### src/rtl/priority_bit_scanner_if.sv
// Request/beat bundle for priority_bit_scanner: request vector in, bit indices out.
// The master side is the upstream producer plus downstream consumer; the scanner is the slave.
interface priority_bit_scanner_if #(
    parameter int unsigned WIDTH = 16,
    parameter int unsigned OUT_W = 8
);
    logic             in_valid;
    logic             in_ready;
    logic [WIDTH-1:0] in_vec;
    logic             in_mode;
    logic             out_valid;
    logic             out_ready;
    logic [OUT_W-1:0] out_idx;
    logic             out_last;
    logic             out_zero;

    modport master (
        output in_valid, in_vec, in_mode, out_ready,
        input  in_ready, out_valid, out_idx, out_last, out_zero
    );

    modport slave (
        input  in_valid, in_vec, in_mode, out_ready,
        output in_ready, out_valid, out_idx, out_last, out_zero
    );
endinterface

### src/rtl/priority_bit_scanner.sv
// Registered priority scanner: returns the top-priority set bit of a captured vector,
// or every set bit in priority order (one per beat) in enumerate mode.
//
//   state  | meaning
//   IDLE   | no vector held, in_ready=1
//   EMIT   | presenting a beat from work/mode/zero
module priority_bit_scanner #(
    parameter int unsigned WIDTH     = 16,
    parameter int unsigned OUT_W     = 8,
    parameter logic [63:0] ZERO_CODE = 64'hF0,
    parameter bit          MSB_FIRST = 1'b1
) (
    input  logic                 clk,
    input  logic                 rst_n,
    priority_bit_scanner_if.slave bus
);
    localparam logic [OUT_W-1:0] ZCODE = OUT_W'(ZERO_CODE);

    typedef enum logic {S_IDLE, S_EMIT} state_t;

    state_t           r_state;
    state_t           w_state_nxt;
    logic [WIDTH-1:0] r_work;
    logic [WIDTH-1:0] w_work_nxt;
    logic [WIDTH-1:0] w_sel;
    logic             r_mode;
    logic             w_mode_nxt;
    logic             r_zero;
    logic             w_zero_nxt;
    logic [OUT_W-1:0] w_pos;
    logic             w_rest_zero;
    logic             w_last;
    logic             w_load;
    logic             w_in_ready;
    logic             w_out_valid;
    logic [OUT_W-1:0] w_out_idx;
    logic             w_out_last;
    logic             w_out_zero;

    // Last match in scan order wins, so scan upward for MSB priority and downward otherwise.
    always_comb begin
        w_sel = '0;
        w_pos = '0;
        if (MSB_FIRST) begin
            for (int i = 0; i < int'(WIDTH); i++) begin
                if (r_work[i]) begin
                    w_sel    = '0;
                    w_sel[i] = 1'b1;
                    w_pos    = OUT_W'(i);
                end
            end
        end else begin
            for (int i = int'(WIDTH) - 1; i >= 0; i--) begin
                if (r_work[i]) begin
                    w_sel    = '0;
                    w_sel[i] = 1'b1;
                    w_pos    = OUT_W'(i);
                end
            end
        end
    end

    assign w_rest_zero = ((r_work & ~w_sel) == '0);
    assign w_last      = r_zero | ~r_mode | w_rest_zero;

    always_ff @(posedge clk or negedge rst_n) begin
        if (!rst_n) begin
            r_state <= S_IDLE;
        end else begin
            r_state <= w_state_nxt;
        end
    end

    always_comb begin
        w_state_nxt = r_state;
        w_load      = 1'b0;
        w_work_nxt  = r_work;
        w_mode_nxt  = r_mode;
        w_zero_nxt  = r_zero;
        w_in_ready  = 1'b0;
        w_out_valid = 1'b0;
        w_out_idx   = '0;
        w_out_last  = 1'b0;
        w_out_zero  = 1'b0;

        case (r_state)
            S_IDLE: begin
                w_in_ready = 1'b1;
                if (bus.in_valid) begin
                    w_load      = 1'b1;
                    w_state_nxt = S_EMIT;
                end
            end
            S_EMIT: begin
                w_out_valid = 1'b1;
                w_out_idx   = r_zero ? ZCODE : w_pos;
                w_out_last  = w_last;
                w_out_zero  = r_zero;
                w_in_ready  = bus.out_ready & w_last;
                if (bus.out_ready) begin
                    if (!w_last) begin
                        w_work_nxt = r_work & ~w_sel;
                    end else if (bus.in_valid) begin
                        w_load = 1'b1;
                    end else begin
                        w_state_nxt = S_IDLE;
                        w_work_nxt  = '0;
                        w_mode_nxt  = 1'b0;
                        w_zero_nxt  = 1'b0;
                    end
                end
            end
            default: begin
                w_state_nxt = S_IDLE;
            end
        endcase

        if (w_load) begin
            w_work_nxt = bus.in_vec;
            w_mode_nxt = bus.in_mode;
            w_zero_nxt = (bus.in_vec == '0);
        end
    end

    always_ff @(posedge clk or negedge rst_n) begin
        if (!rst_n) begin
            r_work <= '0;
            r_mode <= 1'b0;
            r_zero <= 1'b0;
        end else begin
            r_work <= w_work_nxt;
            r_mode <= w_mode_nxt;
            r_zero <= w_zero_nxt;
        end
    end

    assign bus.in_ready  = w_in_ready;
    assign bus.out_valid = w_out_valid;
    assign bus.out_idx   = w_out_idx;
    assign bus.out_last  = w_out_last;
    assign bus.out_zero  = w_out_zero;
endmodule

### src/flat_wrapper.sv
// flat-port wrapper written by rule: the top's interface ports become plain ports
module priority_bit_scanner_flat 
#(
    parameter int unsigned WIDTH     = 16,
    parameter int unsigned OUT_W     = 8,
    parameter logic [63:0] ZERO_CODE = 64'hF0,
    parameter bit          MSB_FIRST = 1'b1
)
  (clk, rst_n, bus_in_valid, bus_in_vec, bus_in_mode, bus_out_ready, bus_in_ready, bus_out_valid, bus_out_idx, bus_out_last, bus_out_zero);
  priority_bit_scanner_if #(.WIDTH(WIDTH), .OUT_W(OUT_W)) bus_i ();
  input  logic clk;
  input  logic rst_n;
  input wire logic [$bits(bus_i.in_valid)-1:0] bus_in_valid;
  input wire logic [$bits(bus_i.in_vec)-1:0] bus_in_vec;
  input wire logic [$bits(bus_i.in_mode)-1:0] bus_in_mode;
  input wire logic [$bits(bus_i.out_ready)-1:0] bus_out_ready;
  output wire logic [$bits(bus_i.in_ready)-1:0] bus_in_ready;
  output wire logic [$bits(bus_i.out_valid)-1:0] bus_out_valid;
  output wire logic [$bits(bus_i.out_idx)-1:0] bus_out_idx;
  output wire logic [$bits(bus_i.out_last)-1:0] bus_out_last;
  output wire logic [$bits(bus_i.out_zero)-1:0] bus_out_zero;
  assign bus_i.in_valid = bus_in_valid;
  assign bus_i.in_vec = bus_in_vec;
  assign bus_i.in_mode = bus_in_mode;
  assign bus_i.out_ready = bus_out_ready;
  assign bus_in_ready = bus_i.in_ready;
  assign bus_out_valid = bus_i.out_valid;
  assign bus_out_idx = bus_i.out_idx;
  assign bus_out_last = bus_i.out_last;
  assign bus_out_zero = bus_i.out_zero;
  priority_bit_scanner #(.WIDTH(WIDTH), .OUT_W(OUT_W), .ZERO_CODE(ZERO_CODE), .MSB_FIRST(MSB_FIRST)) u_core (.clk(clk), .rst_n(rst_n), .bus(bus_i));
endmodule
### config.mk
export PLATFORM = sky130hd
export DESIGN_NAME = priority_bit_scanner_flat
export DESIGN_NICKNAME = d
export VERILOG_FILES = /design/src/rtl/priority_bit_scanner_if.sv /design/src/rtl/priority_bit_scanner.sv /design/src/flat_wrapper.sv
export SDC_FILE = /design/constraint.sdc
export NUM_CORES = 1
export LEC_CHECK = 0
export ABC_CLOCK_PERIOD_IN_PS = 6100
export CAP_MARGIN = 20
export CORE_ASPECT_RATIO = 0.9
export CORE_MARGIN = 5
export CORE_UTILIZATION = 50
export CTS_CLUSTER_SIZE = 14
export DETAILED_ROUTE_END_ITERATION = 6
export GPL_TIMING_DRIVEN = 0
export HOLD_SLACK_MARGIN = 0.1
export PLACE_DENSITY = 0.82
export SETUP_SLACK_MARGIN = 0.05
export SLEW_MARGIN = 20
export SYNTH_ARGS = -nofsm -noshare
export SYNTH_HDL_FRONTEND = slang
export SYNTH_SLANG_ARGS = --single-unit
### constraint.sdc
create_clock -name clk -period 6.1 [get_ports clk]
set_clock_uncertainty 0.15 [all_clocks]
set_input_delay 1.22 -clock clk [delete_from_list [all_inputs] [get_ports clk]]
set_output_delay 1.22 -clock clk [all_outputs]
set_load 0.01 [all_outputs]
==> run_results.csv, run 1 <==
group,metric,value,unit
layout,multiInputGateArea,694,µm²
grt,antenna_found_initial,0,
grt,grt_pass1_wl,5710,µm
pwr,p_switching,486,µW
clocking,cts-root-buf,"clkbuf_4",
logic_synthesis,synth-simple-area-share,22.7,%
pwr,power.internal,556,µW
floorplanning,core,2450,µm²
timing,drv_slew,0,
timing,fin_crit_sh,76.1,%
hold_path,hp-class,"reg2reg",
clocking,cts_sinks,19,
clocking,cts_inserted_buffers,3,
clocking,cts_tree,"yes",
floorplanning,ios,33,
logic_synthesis,yosys_most_used_dff,"dfrtp_1",
layout,fin_nets,202,
clocking,post_cts_resize_count,0,
job,maxCapViolations,0,
setup_path,r2r_start,"u_core.r_work[10]",
setup_path,path_max_fanout,9,
setup_path,worstPathArrival,3.27,ns
routing,vias_per_cell,6.27,
setup_path,reg2reg_to,"u_core.r_work[3]",
logic_synthesis,avgSynthCellArea,8.85,µm²
logic_synthesis,syn_area,1270,µm²
pwr,powerDensity,629,nW/µm²
logic_synthesis,synth.distinct_cells,36,
hold_path,holdPathStages,2,
timing,tightestPinTransition,0.846,ns
logic_synthesis,mappedNetlistNets,165,
clocking,post_cts_buffers,0,
setup_path,critPathLaunchType,"flip-flop",
clocking,cts_max_level,1,
setup_path,critPathBufInv,3,
timing,period_minus_slack,4.64,ns
place,routabilityCongestion,0.931,
pwr,netSwitchingFraction,46.6,%
hold_path,worstHoldStart,"u_core.r_mode",
floorplanning,initial_core_util,52.1,%
logic_synthesis,yosysSeqAreaShare,37.3,%
logic_synthesis,ys_async_sr_fraction,100,%
setup_path,critPathSlowestCell,"clkdlybuf4s50_1",
clocking,path_clk_slew,0.11,ns
floorplanning,dieArea,3660,µm²
grt,overflow,0,
logic_synthesis,syn_inst,144,
pwr,seq_power_share,22.7,%
logic_synthesis,synth_edf_count,0,
hold_path,hold_end,"u_core.r_mode",
logic_synthesis,synth_fa_ha_area_share,1.57,%
setup_path,reg2reg_depth,8,
routing,first_iter_violations,77,
routing,drc,0,
floorplanning,die_h,57.9,µm
logic_synthesis,muxShareOfSynthArea,0,%
setup_path,critPathTopFamily,"simple AND/OR/NAND/NOR gates",
layout,final-seq-area,475,µm²
grt,grt_pass1_vias,1200,
routing,wl_per_cell,17.0,µm
pwr,pwr-share-clk,6.4,%
grt,track_usage,19.4,%
timing,hold_viol,0,
place,dp_cells,204,
setup_path,path_cells,"buf_2 > or4_1 > buf_2 > or4_4 > a2bb2oi_1 > o31a_1 > o21ai_2 > clkdlybuf4s50_1",
timing,rsz0062_at_grt,"false",
routing,wirelength,3530,µm
status,status,"complete, no violations",
setup_path,critPathKind,"reg2out",
timing,setup_viol,0,
routing,vias,1304,
place,portBuffers,32,
routing,final_antenna_net_count,0,
place,dp_slack,1.81,ns
clocking,clockBufferDepth,2,
clocking,hold_buffers,0,
setup_path,cp.required,4.73,ns
floorplanning,die_w,63.2,µm
floorplanning,rows,17,
pwr,peakVddDrop,0.403,mV
layout,drive_above_1_share,8.89,%
logic_synthesis,synth_seq_cells,19,
logic_synthesis,yosysWarnings,0,
layout,nFillCells,225,
routing,first_pass_iters,4,
timing,tns,0,ns
logic_synthesis,synth_top_family_by_area,"compound AO/OA/AOI/OAI gates",
timing,fmax,215,MHz
setup_path,r2r_slack,2.86,ns
pwr,combPwrFrac,70.9,%
timing,layout_setup_ws,1.46,ns
layout,area_growth,29.9,%
layout,antenna_cells,0,
clocking,clk_latency,0.31,ns
setup_path,crit_top_cell,"buf_2",
logic_synthesis,synth-compound-area-share,30.2,%
logic_synthesis,synthXorXnorAreaFrac,0,%
place,dp_hpwl,2630,µm
pwr,p_leak,0.000701,µW
layout,final_cells,208,
timing,max_slew_margin,43.4,%
grt,grt_max_degree,20,
setup_path,crit_path_max_incr_delay,0.56,ns
setup_path,crit_path_end_kind,"primary output",
-- layer usage --
| metal | share of wire, % | up-vias | GRT usage, % |
|---|---|---|---|
| li1 | - | 623 | - |
| met1 | 44 | 612 | 24.8 |
| met2 | 45 | 63 | 29.7 |
| met3 | 9.5 | 6 | 7.36 |
| met4 | 1.3 | 0 | 7.72 |
| met5 | 0 | - | 0 |
-- cell usage after synthesis, types with 4 or more instances --
master | number | area, µm²
dfrtp_1 | 19 | 475
nor2_1 | 10 | 37.5
nor4_1 | 5 | 31.3
o21ai_0 | 11 | 55.1
a21oi_1 | 6 | 30.0
a22o_1 | 12 | 105
nor3_1 | 6 | 30.0
clkbuf_1 | 4 | 15.0
a221o_1 | 4 | 40.0
buf_4 | 5 | 37.5
and2_1 | 4 | 25.0
nand2_1 | 8 | 30.0
inv_1 | 4 | 15.0
-- registers in the layout, indices dropped and copies added (netlist names) --
register / count
u_core.r_state: 1
u_core.r_mode: 1
u_core.r_zero: 1
u_core.r_work: 16
-- cell families (layout without fill, tap and decap cells) --
group           Yosys count  count (layout)
flops                    19              19
buf+inv                  18              54
simple gates             53              53
compound gates           52              52
fa+ha+maj                 2               2
-- final cells by class --
class | count | share of cell area [%]
plain buffers | 14 | 5.44
clock buffers | 4 | 1.59
inverters | 4 | 0.906
multi-input cells | 107 | 41.9
flip-flops and latches | 19 | 28.7
well taps | 28 | 2.11
repair buffers | 32 | 19.3
-- worst min-delay path: stages, from the launching register on --
cell,delay (ns)
dfrtp_1,0.36
nand2_1,0.05
nand3_1,0.07
-- how the worst max path moves through the flow --
stage,depth (start not counted),startpoint,end,slack (ns)
3_5_place_dp,8,u_core.r_work[10],bus_in_ready,1.81
4_1_cts,8,u_core.r_work[10],bus_in_ready,1.45
3_3_place_gp,8,u_core.r_work[10],bus_in_ready,1.86
6_report,8,u_core.r_work[10],bus_in_ready,1.46
5_1_grt,9,u_core.r_work[14],bus_in_ready,1.25
2_1_floorplan,7,u_core.r_work[14],bus_out_last,2.44
-- layout by cell type, fill, tap and decap left out, types with 4 or more instances in the layout --
| master | instances |
|---|---|
| nor3_1 | 6 |
| a221o_1 | 4 |
| nor4_1 | 5 |
| buf_4 | 5 |
| clkdlybuf4s50_1 | 32 |
| nand2_1 | 8 |
| dfrtp_1 | 19 |
| clkbuf_1 | 5 |
| a21oi_1 | 6 |
| nor2_1 | 10 |
| inv_1 | 4 |
| and2_1 | 4 |
| a22o_1 | 12 |
| o21ai_0 | 11 |
-- per-stage QoR --
stage	cell area, µm²	utilization (%)	total power (µW)	hold slack, ns
3_3_place_gp	1630	66.6	950	0.318
2_1_floorplan	1270	-	713	0.306
4_1_cts	1660	67.7	1030	0.351
6_report	1660	67.7	1040	0.350
3_5_place_dp	1630	66.6	966	0.326
5_1_grt	1660	67.7	1130	0.381
-- power groups by stage --
stage | clock [µW] | combinational (µW) | sequential [µW]
CTS | 66.1 | 733 | 235
global placement | 0 | 714 | 235
floorplan | 0 | 491 | 223
global route | 73.4 | 808 | 244
finish | 66.6 | 739 | 237
detailed placement | 0 | 728 | 238
No activity file was read; power rests on OpenSTA's default activity.
==> inputs of run 2 (changes only) <==
--- a/config.mk
+++ b/config.mk
@@ -5,16 +5,16 @@
 export SDC_FILE = /design/constraint.sdc
 export NUM_CORES = 1
 export LEC_CHECK = 0
-export ABC_CLOCK_PERIOD_IN_PS = 6100
+export ABC_CLOCK_PERIOD_IN_PS = 4100
 export CAP_MARGIN = 20
 export CORE_ASPECT_RATIO = 0.9
 export CORE_MARGIN = 5
-export CORE_UTILIZATION = 50
+export CORE_UTILIZATION = 43
 export CTS_CLUSTER_SIZE = 14
 export DETAILED_ROUTE_END_ITERATION = 6
 export GPL_TIMING_DRIVEN = 0
 export HOLD_SLACK_MARGIN = 0.1
-export PLACE_DENSITY = 0.82
+export PLACE_DENSITY = 0.75
 export SETUP_SLACK_MARGIN = 0.05
 export SLEW_MARGIN = 20
 export SYNTH_ARGS = -nofsm -noshare
==> constraint.sdc (replaced) <==
create_clock -name clk -period 4.1 [get_ports clk]
set_clock_uncertainty 0.15 [all_clocks]
set_input_delay 0.82 -clock clk [delete_from_list [all_inputs] [get_ports clk]]
set_output_delay 0.82 -clock clk [all_outputs]
set_load 0.01 [all_outputs]
==> run_results.csv, run 2 (synthesis results as in run 1) <==
group,metric,value,unit
place,dp_slack,0.223,ns
timing,period_minus_slack,3.89,ns
floorplanning,ios,33,
routing,vias,1322,
hold_path,hp-class,"reg2reg",
clocking,clockBufferDepth,2,
floorplanning,initial_core_util,45.7,%
clocking,clk_latency,0.31,ns
job,maxCapViolations,0,
routing,first_iter_violations,80,
clocking,cts_inserted_buffers,3,
setup_path,critPathCapture,"bus_out_last",
layout,finalInstanceArea,1670,µm²
clocking,cts_tree,"yes",
timing,fmax,257,MHz
routing,wirelength,3640,µm
clocking,cts_sinks,19,
clocking,path_clk_slew,0.12,ns
routing,vias_per_cell,6.01,
setup_path,path_cells,"buf_2 > or4_1 > buf_2 > or4_4 > a2bb2oi_1 > o31a_1 > nor2b_1 > dlygate4sd2_1",
layout,regMostFlops,"u_core.r_work",
timing,finalHoldWorstSlack,0.376,ns
setup_path,reg2reg_to,"u_core.r_work[4]",
floorplanning,rows,18,
routing,wl_per_cell,16.6,µm
clocking,cts-root-buf,"clkbuf_4",
grt,overflow,0,
layout,largest_reg_flops,16,
pwr,powerDensity,923,nW/µm²
floorplanning,die_w,67.4,µm
timing,fin_crit_sh,94.9,%
routing,first_pass_iters,4,
grt,grt_pass1_wl,5950,µm
setup_path,crit_top_cell,"buf_2",
status,status,"complete, no violations",
layout,antenna_cells,0,
routing,final_antenna_net_count,0,
timing,tightestPinTransition,0.858,ns
setup_path,r2r_start,"u_core.r_work[10]",
setup_path,crit_path_max_incr_delay,0.51,ns
layout,drive_above_1_share,10.6,%
timing,setup_viol,0,
timing,drv_slew,0,
pwr,p_leak,0.000712,µW
grt,grt_pass1_vias,1278,
setup_path,r2r_slack,0.88,ns
setup_path,critPathKind,"reg2out",
place,placed_cell_area,1650,µm²
grt,track_usage,19.1,%
layout,mostFrequentLayoutCells,"30 x clkdlybuf4s50_1, 19 x dfrtp_1, 12 x a22o_1",
setup_path,critPathLaunchType,"flip-flop",
setup_path,crit_path_end_kind,"primary output",
floorplanning,die_h,61.7,µm
place,dp_hpwl,2680,µm
timing,tns,0,ns
layout,fin_nets,202,
timing,hold_viol,0,
routing,drc,0,
clocking,post_cts_buffers,0,
layout,fin_util,59.7,%
floorplanning,dieArea,4160,µm²
setup_path,worstPathArrival,2.92,ns
place,routabilityCongestion,0.920,
grt,antenna_found_initial,0,
timing,max_slew_margin,42.6,%
layout,final_common_cell,"clkdlybuf4s50_1",
clocking,hold_buffers,0,
setup_path,path_max_fanout,9,
layout,area_growth,30.8,%
setup_path,reg2reg_depth,11,
setup_path,critPathSlowestCell,"or4_4",
timing,rsz0062_at_grt,"false",
place,portBuffers,32,
floorplanning,core,2790,µm²
timing,layout_setup_ws,0.208,ns
setup_path,cp.required,3.13,ns
setup_path,cp-startpoint,"u_core.r_work[10]",
grt,grt_max_degree,20,
pwr,peakVddDrop,0.421,mV
clocking,cts_max_level,1,
run 2: cell type report:
class,count,area [µm²]
multi-input cells,107,694
well taps,40,50.0
repair buffers,32,314
inverters,4,15.0
clock inverters,1,5.00
fillers,272,1120
clock buffers,3,22.5
plain buffers,14,91.3
flip-flops and latches,19,475
run 2: per-stage QoR:
step,std cells,power (µW)
after floorplan,144,1060
after global placement,216,1420
after detailed placement,216,1430
after CTS,220,1530
after global routing,220,1660
final,220,1540
run 2: worst max-delay path: cells and delay by family, from the launching register on:
kind | cells | cell delay [ns]
flops | 1 | 0.38
compound gates | 2 | 0.53
buf+inv | 3 | 0.61
simple gates | 3 | 1.08
run 2: what timing repair did:
action,in CTS,in global routing
resized for setup,2,5
setup endpoints to repair,2,2
gates cloned,0,0
run 2: how the worst min path moves through the flow:
stage,depth (start not counted),startpoint,slack (ns),end
2_1_floorplan,2,u_core.r_mode,0.31,u_core.r_mode
3_3_place_gp,2,u_core.r_mode,0.33,u_core.r_mode
3_5_place_dp,2,u_core.r_zero,0.35,u_core.r_zero
4_1_cts,2,u_core.r_zero,0.38,u_core.r_zero
5_1_grt,2,u_core.r_zero,0.42,u_core.r_zero
6_report,2,u_core.r_mode,0.38,u_core.r_mode
run 2: where the power goes:
group | internal (µW) | switching (µW) | total (µW)
combinational | 519 | 562 | 1080
sequential | 260 | 97.8 | 358
clock | 36.5 | 63.3 | 99.8
total | 816 | 723 | 1540
run 2: metal layers:
metal / vias up / track usage, % / share of wire [%]
met1: 625 / 25.4 / 44
met4: 0 / 7.80 / 2.8
met2: 63 / 29.4 / 44
met3: 12 / 5.29 / 9.1
met5: - / 0 / 0
li1: 622 / - / -
